File: src/rtl/muldiv_unit.sv
// muldiv_unit: iterative RV64M multiply/divide unit for the execute stage.
// Computes MUL, DIV, DIVU, REM, REMU and their 32-bit W forms. Multiply is
// shift-add and division is restoring, one bit per cycle. Divide-by-zero and
// signed overflow are resolved at acceptance without iterating.
// Optional feature macro: MULDIV_FAST_MUL_EN. When defined, MUL/MULW is a
// single-cycle combinational multiply and the iterative MUL state is not built.
module muldiv_unit #(
    parameter int XLEN = 64
) (
    input  logic            clk,
    input  logic            reset,
    input  logic            valid_i,
    input  logic [2:0]      op_i,
    input  logic            word_i,
    input  logic [XLEN-1:0] a_i,
    input  logic [XLEN-1:0] b_i,
    input  logic            flush_i,
    output logic            ready_o,
    output logic            done_o,
    output logic [XLEN-1:0] result_o
);

`ifdef MULDIV_FAST_MUL_EN
    typedef enum logic [1:0] {ST_IDLE = 2'd0, ST_DIV = 2'd2, ST_DONE = 2'd3} state_t;
`else
    typedef enum logic [1:0] {ST_IDLE = 2'd0, ST_MUL = 2'd1, ST_DIV = 2'd2, ST_DONE = 2'd3} state_t;
`endif

    // Sign-extend a 32-bit value to 64 bits (W-form results).
    function automatic logic [63:0] sext32(input logic [31:0] x);
        return {{32{x[31]}}, x};
    endfunction

    state_t      state_r;
    logic [5:0]  cnt_r;        // completed iteration count
    logic        word_r;       // latched W flag
    logic        rem_op_r;     // latched: result is the remainder
    logic        neg_quo_r;    // quotient must be negated at the end
    logic        neg_rem_r;    // remainder must be negated at the end
    logic [63:0] rem_r;        // DIV: partial remainder; MUL: accumulator
    logic [63:0] quo_r;        // DIV: dividend/quotient shifter; MUL: multiplier
    logic [63:0] div_r;        // DIV: divisor magnitude; MUL: shifted multiplicand
    logic        done_r;
    logic [63:0] result_r;

    // Request decode and operand conditioning (W forms narrow to 32 bits).
    logic        is_mul_s;
    logic        sgn_s;
    logic        rem_op_s;
    logic [63:0] a_ext_s;
    logic [63:0] b_ext_s;
    logic [63:0] a_sx_s;
    logic        a_neg_s;
    logic        b_neg_s;
    logic [63:0] a_mag_s;
    logic [63:0] b_mag_s;
    logic [63:0] min_s;
    logic        div0_s;
    logic        ovf_s;
    logic [63:0] spec_res_s;

    assign is_mul_s = ~op_i[2];
    assign sgn_s    = ~op_i[0];
    assign rem_op_s = op_i[1];
    assign a_sx_s   = word_i ? sext32(a_i[31:0]) : a_i;
    assign a_ext_s  = word_i ? (sgn_s ? sext32(a_i[31:0]) : {32'd0, a_i[31:0]}) : a_i;
    assign b_ext_s  = word_i ? (sgn_s ? sext32(b_i[31:0]) : {32'd0, b_i[31:0]}) : b_i;
    assign a_neg_s  = sgn_s & a_ext_s[63];
    assign b_neg_s  = sgn_s & b_ext_s[63];
    assign a_mag_s  = a_neg_s ? (64'd0 - a_ext_s) : a_ext_s;
    assign b_mag_s  = b_neg_s ? (64'd0 - b_ext_s) : b_ext_s;
    assign min_s    = word_i ? 64'hFFFF_FFFF_8000_0000 : 64'h8000_0000_0000_0000;
    assign div0_s   = (b_ext_s == 64'd0);
    assign ovf_s    = sgn_s & (a_ext_s == min_s) & (b_ext_s == {64{1'b1}});
    // Divide-by-zero: q = all ones, r = dividend; overflow: q = dividend, r = 0.
    assign spec_res_s = div0_s ? (rem_op_s ? a_sx_s : {64{1'b1}})
                               : (rem_op_s ? 64'd0 : a_sx_s);

    // One restoring-division step: shift in next dividend bit, trial-subtract.
    logic [64:0] shifted_s;
    logic [64:0] trial_s;
    logic        fits_s;
    logic [63:0] rem_nx_s;
    logic [63:0] quo_nx_s;
    logic [63:0] div_q_s;
    logic [63:0] div_m_s;
    logic [63:0] div_sel_s;
    logic [63:0] div_res_s;
    logic        last_s;

    assign shifted_s = {rem_r, quo_r[63]};
    assign trial_s   = shifted_s - {1'b0, div_r};
    assign fits_s    = ~trial_s[64];
    assign rem_nx_s  = fits_s ? trial_s[63:0] : shifted_s[63:0];
    assign quo_nx_s  = {quo_r[62:0], fits_s};
    assign div_q_s   = neg_quo_r ? (64'd0 - quo_nx_s) : quo_nx_s;
    assign div_m_s   = neg_rem_r ? (64'd0 - rem_nx_s) : rem_nx_s;
    assign div_sel_s = rem_op_r ? div_m_s : div_q_s;
    assign div_res_s = word_r ? sext32(div_sel_s[31:0]) : div_sel_s;
    assign last_s    = (cnt_r == (word_r ? 6'd31 : 6'd63));

`ifdef MULDIV_FAST_MUL_EN
    logic [63:0] prod_s;
    logic [63:0] fast_res_s;
    assign prod_s     = a_i * b_i;
    assign fast_res_s = word_i ? sext32(prod_s[31:0]) : prod_s;
`else
    // One shift-add multiply step; only the low 64 product bits are kept.
    logic [63:0] acc_nx_s;
    logic [63:0] mul_res_s;
    assign acc_nx_s  = rem_r + (quo_r[0] ? div_r : 64'd0);
    assign mul_res_s = word_r ? sext32(acc_nx_s[31:0]) : acc_nx_s;
`endif

    assign ready_o  = (state_r == ST_IDLE) & ~flush_i;
    assign done_o   = done_r;
    assign result_o = result_r;

    // Control FSM, iteration datapath and registered result/done.
    always_ff @(posedge clk or posedge reset) begin
        if (reset) begin
            state_r   <= ST_IDLE;
            cnt_r     <= 6'd0;
            word_r    <= 1'b0;
            rem_op_r  <= 1'b0;
            neg_quo_r <= 1'b0;
            neg_rem_r <= 1'b0;
            rem_r     <= 64'd0;
            quo_r     <= 64'd0;
            div_r     <= 64'd0;
            done_r    <= 1'b0;
            result_r  <= 64'd0;
        end else if (flush_i) begin
            state_r <= ST_IDLE;
            done_r  <= 1'b0;
        end else begin
            case (state_r)
                ST_IDLE: begin
                    done_r <= 1'b0;
                    if (valid_i) begin
                        cnt_r    <= 6'd0;
                        word_r   <= word_i;
                        rem_op_r <= rem_op_s;
                        if (is_mul_s) begin
`ifdef MULDIV_FAST_MUL_EN
                            result_r <= fast_res_s;
                            done_r   <= 1'b1;
                            state_r  <= ST_DONE;
`else
                            rem_r   <= 64'd0;
                            div_r   <= a_i;
                            quo_r   <= b_i;
                            state_r <= ST_MUL;
`endif
                        end else if (div0_s || ovf_s) begin
                            result_r <= spec_res_s;
                            done_r   <= 1'b1;
                            state_r  <= ST_DONE;
                        end else begin
                            rem_r     <= 64'd0;
                            div_r     <= b_mag_s;
                            quo_r     <= word_i ? {a_mag_s[31:0], 32'd0} : a_mag_s;
                            neg_quo_r <= a_neg_s ^ b_neg_s;
                            neg_rem_r <= a_neg_s;
                            state_r   <= ST_DIV;
                        end
                    end else begin
                        state_r <= ST_IDLE;
                    end
                end
`ifndef MULDIV_FAST_MUL_EN
                ST_MUL: begin
                    rem_r <= acc_nx_s;
                    div_r <= {div_r[62:0], 1'b0};
                    quo_r <= {1'b0, quo_r[63:1]};
                    cnt_r <= cnt_r + 6'd1;
                    if (last_s) begin
                        result_r <= mul_res_s;
                        done_r   <= 1'b1;
                        state_r  <= ST_DONE;
                    end else begin
                        state_r <= ST_MUL;
                    end
                end
`endif
                ST_DIV: begin
                    rem_r <= rem_nx_s;
                    quo_r <= quo_nx_s;
                    cnt_r <= cnt_r + 6'd1;
                    if (last_s) begin
                        result_r <= div_res_s;
                        done_r   <= 1'b1;
                        state_r  <= ST_DONE;
                    end else begin
                        state_r <= ST_DIV;
                    end
                end
                ST_DONE: begin
                    done_r  <= 1'b0;
                    state_r <= ST_IDLE;
                end
                default: begin
                    done_r  <= 1'b0;
                    state_r <= ST_IDLE;
                end
            endcase
        end
    end

endmodule

File: config.mk
export PLATFORM = sky130hd
export DESIGN_NAME = muldiv_unit
export DESIGN_NICKNAME = d
export VERILOG_FILES = /design/src/rtl/muldiv_unit.sv
export SDC_FILE = /design/constraint.sdc
export NUM_CORES = 2
export LEC_CHECK = 0
export ABC_AREA = 1
export BUFFER_PORTS_ARGS = -buffer_cell sky130_fd_sc_hd__buf_4
export CORE_MARGIN = 1
export CORE_UTILIZATION = 30
export DETAILED_ROUTE_END_ITERATION = 12
export PLACE_DENSITY = 0.44
export SYNTH_ARGS = -nofsm -noshare
export SYNTH_HDL_FRONTEND = slang
export SYNTH_SLANG_ARGS = --single-unit
File: constraint.sdc
create_clock -name clk -period 19.41 [get_ports clk]
set_input_delay 3.882 -clock clk [delete_from_list [all_inputs] [get_ports clk]]
set_output_delay 3.882 -clock clk [all_outputs]
set_load 0.02 [all_outputs]
==> results.md <==
Floorplan:
- In this run the standard cell core region covers 126000 sq um.
- 202 I/O pins were placed.
- The site row count is 130.
- The initial cell density of the core is 30.2%.
- From bottom edge to top edge, the die measures 358 um.
- The die width is 358 um.
- The die covers 128000 sq um.

Global routing:
- The total overflow reported by the global router is 0.
- Entering global routing, the biggest net connects 115 pins.
- The total routing resource utilization after global routing is 35.5%.
- The initial antenna violation count is 5.
- The via count of the first global-routing pass came to 43300.
- The wire length of the first global-routing pass is 324 mm.

STA:
- The worst-case clock skew is 36.3 ps.
- The routed design could run at a clock period as short as 8450 ps.
- Setup repair after global routing left no endpoint under its margin.
- The number of endpoints failing setup at the final stage is 0.
- The worst slew margin relative to its limit is 13.0%.
- The worst path uses 43.5% of the clock period.
- The max-slew violation count is 0.
- The actual slew at the worst max-slew pin is 1290 ps.
- The top achievable clock speed is 0.118 GHz.
- The total negative slack is 0 ps.
- The number of hold violations in the final report is 0.

Logic synthesis:
- For this run, the register share of the synthesized area comes to 17.7%.
- Of all flip-flops after synthesis, the portion carrying an async set or reset was 100%.
- Synthesis produced a netlist whose cell count is 6959.
- Among all flip-flop cells after synthesis, the most frequent one is sky130_fd_sc_hd__dfrtp_1.
- For this run, the number of Yosys warnings is 0.
- Averaged over all synthesized cells, the footprint is 5.45 sq um.
- The number of unique standard cell types used by synthesis is 66.
- Summed over its instances, the top area cell type makes up 20.8% of the synthesized netlist area.
- The total of flip-flops plus latches after synthesis is 269.
- The largest area contributor in the netlist is sky130_fd_sc_hd__nand2_1.
- When the netlist entered floorplanning its net count stood at 7235.
- The number of synthesized flops with an enable pin is 0.
- Ranked by total cell area, the synthesized netlist is headed by sky130_fd_sc_hd__nand2_1 (21%), sky130_fd_sc_hd__dfrtp_1 (18%), sky130_fd_sc_hd__inv_1 (11%).
- The netlist area before placement is 38000 sq um.

Worst setup path:
- STA puts the critical path data arrival time at 8990 ps.
- STA classifies the critical path startpoint as a primary input.
- The kind of capture point of the worst setup path is a flop.
- The cell with the largest stage delay on the worst path is sky130_fd_sc_hd__inv_1.
- The required time at the endpoint of the critical path is 19950 ps.
- In this design, the stage delay of the slowest critical-path cell is 900 ps.
- Traced cell by cell, the critical path runs through buf_4 > inv_2 > buf_4 > a21oi_1 > inv_1 > nand4_1 > nor4_1 > nand3_1 > o32ai_2 > or2_2 > nand2_4 > inv_1 > o21ai_0 > o21ai_1.
- For the worst flop-to-flop path, the logic depth is 36.
- The largest driver fanout on the critical path is 56.
- The kind of critical path is primary input to flop.
- The setup check on the worst reg-to-reg path leaves a slack of 11850 ps.

Final layout:
- The net count of the finished layout is 7249.
- Of the cells placed in the final design, the portion with a size suffix greater than 1 is 6.51%.
- In the layout the commonest cells are sky130_fd_sc_hd__nand2_1 (2099), sky130_fd_sc_hd__inv_1 (1089), sky130_fd_sc_hd__nor2_1 (744).
- Leaving out fill and tap cells, the most frequent cell in the layout is sky130_fd_sc_hd__nand2_1.
- Once layout is complete, the utilization of the core stands at 33.5%.
- The layout overhead on the synthesized area is 10.8%.

Clock tree:
- The number of sinks on the clock net is 269.
- The clock-pin slew reported for the worst setup and hold paths after clock tree synthesis is 60 ps.
- The number of levels the H-tree was split into is 2.
- Gates resized during post-CTS repair numbered 0.
- The tree is rooted in a sky130_fd_sc_hd__clkbuf_16.
- The later pin in the worst-skew pair is clocked with a latency of 620 ps.
- In this run, post-CTS hold repair placed 0 buffers.
- The maximum number of buffers from clock root to sink is 3.
- The setup fix buffers added after clock tree synthesis is 0.
- The clock tree from TritonCTS is built.
- Clock tree synthesis inserted a total of 39 buffers.

Detailed routing:
- Summed over all layers, the routed wires come to 235 mm.
- The detailed-route vias per instance is 5.48.
- The first-pass iteration count of the detailed router is 6.
- The post-route DRC violation count is 0.
- The routed layout has 47400 vias.
- The violation count after the first detailed-route iteration is 6127.
- The per-cell routed wire length is 27.1 um.
- The post-detailed-route count of antenna-violating nets is 0.

Hold path:
- The cell depth of the worst hold path is 2.
- The class of the tightest hold or removal check is flop to flop.

Outcome:
- The flow ran to the end, and the final reports show no timing, DRC or antenna violations.

Power:
- Summed over all cells, the static leakage comes to 22.4 nW.
- The peak ir drop on the vdd network is 71.3 uV.
- The ratio of total power to cell area is 106 nW/um^2.

Placement:
- The weighted congestion at the end of routability-driven global placement is 1.01.
- Detailed placement ended at an HPWL of 194 mm.
- Buffers placed on the I/O ports in this run total 201.

Job:
- The reported max-cap violation count is 0.
final timing paths:
check | from | endpoint
worst min-delay path | result_o[2] | result_o[2]
max in group asynchronous | reset | quo_r[0]
worst max register to register | quo_r[63] | result_o[54]
worst max-delay path | word_i | result_o[17]
min in group asynchronous | reset | result_o[17]
worst min register to register | result_o[2] | result_o[2]
per-stage QoR:
step	hold slack, ps	std cells	setup WS [ps]	instance area [sq um]	power (W)
2_1_floorplan	480	6959	8120	38000	0.00253
3_5_place_dp	467	8582	10560	40800	0.00365
6_report	485	8651	10960	42000	0.00447
5_1_grt	503	8650	10740	42000	0.00473
4_1_cts	484	8650	11180	42000	0.00442
3_3_place_gp	469	8582	10660	40800	0.00366
layout make-up:
class | count | area, sq um
flip-flops and latches | 269 | 6740
well taps | 1650 | 2060
clock inverters | 17 | 179
multi-input cells | 5291 | 25800
fillers | 14800 | 83500
clock buffers | 51 | 1080
inverters | 1116 | 4210
repair buffers | 256 | 1950
diodes | 1 | 2.50
layer usage:
layer / global-route usage [%] / share of wire, % / vias up
met5: 0 / 0 / -
met1: 50.1 / 45 / 22600
met2: 53.9 / 43 / 2059
li1: - / - / 22400
met3: 5.31 / 7.8 / 285
met4: 13.9 / 4.5 / 0
where the power goes:
part	total, W	internal (W)	switching (W)
logic	0.00277	0.000741	0.00203
clock network	0.000759	0.000432	0.000326
registers	0.000936	0.000731	0.000206
total	0.00447	0.00190	0.00256
cells in the mapped netlist, types with 38 or more instances:
master                     count
sky130_fd_sc_hd__nand2_1    2101
sky130_fd_sc_hd__dfrtp_1     269
sky130_fd_sc_hd__ha_1        138
sky130_fd_sc_hd__buf_1        40
sky130_fd_sc_hd__o22ai_1      98
sky130_fd_sc_hd__o21ai_1      71
sky130_fd_sc_hd__nand3_1     422
sky130_fd_sc_hd__inv_1      1091
sky130_fd_sc_hd__xor2_1       97
sky130_fd_sc_hd__a21oi_1     436
sky130_fd_sc_hd__nor3_1      100
sky130_fd_sc_hd__o211ai_1     74
sky130_fd_sc_hd__nor4_1       44
sky130_fd_sc_hd__nor2_1      748
sky130_fd_sc_hd__nand4_1      76
sky130_fd_sc_hd__o21ai_0     526
sky130_fd_sc_hd__a22oi_1      38
sky130_fd_sc_hd__clkbuf_1    192
sky130_fd_sc_hd__a31oi_1      38
sequential cells by signal, indices dropped and copies added, names as in the netlist:
name / cells
neg_quo_r: 1
rem_op_r: 1
rem_r: 64
div_r: 64
neg_rem_r: 1
state_r: 2
quo_r: 64
done_o: 1
word_r: 1
cnt_r: 6
result_o: 64
critical path, delay by kind of cell:
family          cells  cell delay, ps
compound gates      4            1080
simple gates        5            1560
buf+inv             5            2410
kinds of logic after synthesis:
logic type / count (synthesis) / share of synthesized area, %
compound gates: 1390 / 20.4
simple gates: 3626 / 39.6
mux: 2 / 0.0527
buf+inv: 1399 / 14.4
flops: 269 / 17.7
fa+ha+maj: 140 / 4.65
xor+xnor: 133 / 3.07
Power figures use the tool's default switching activity.
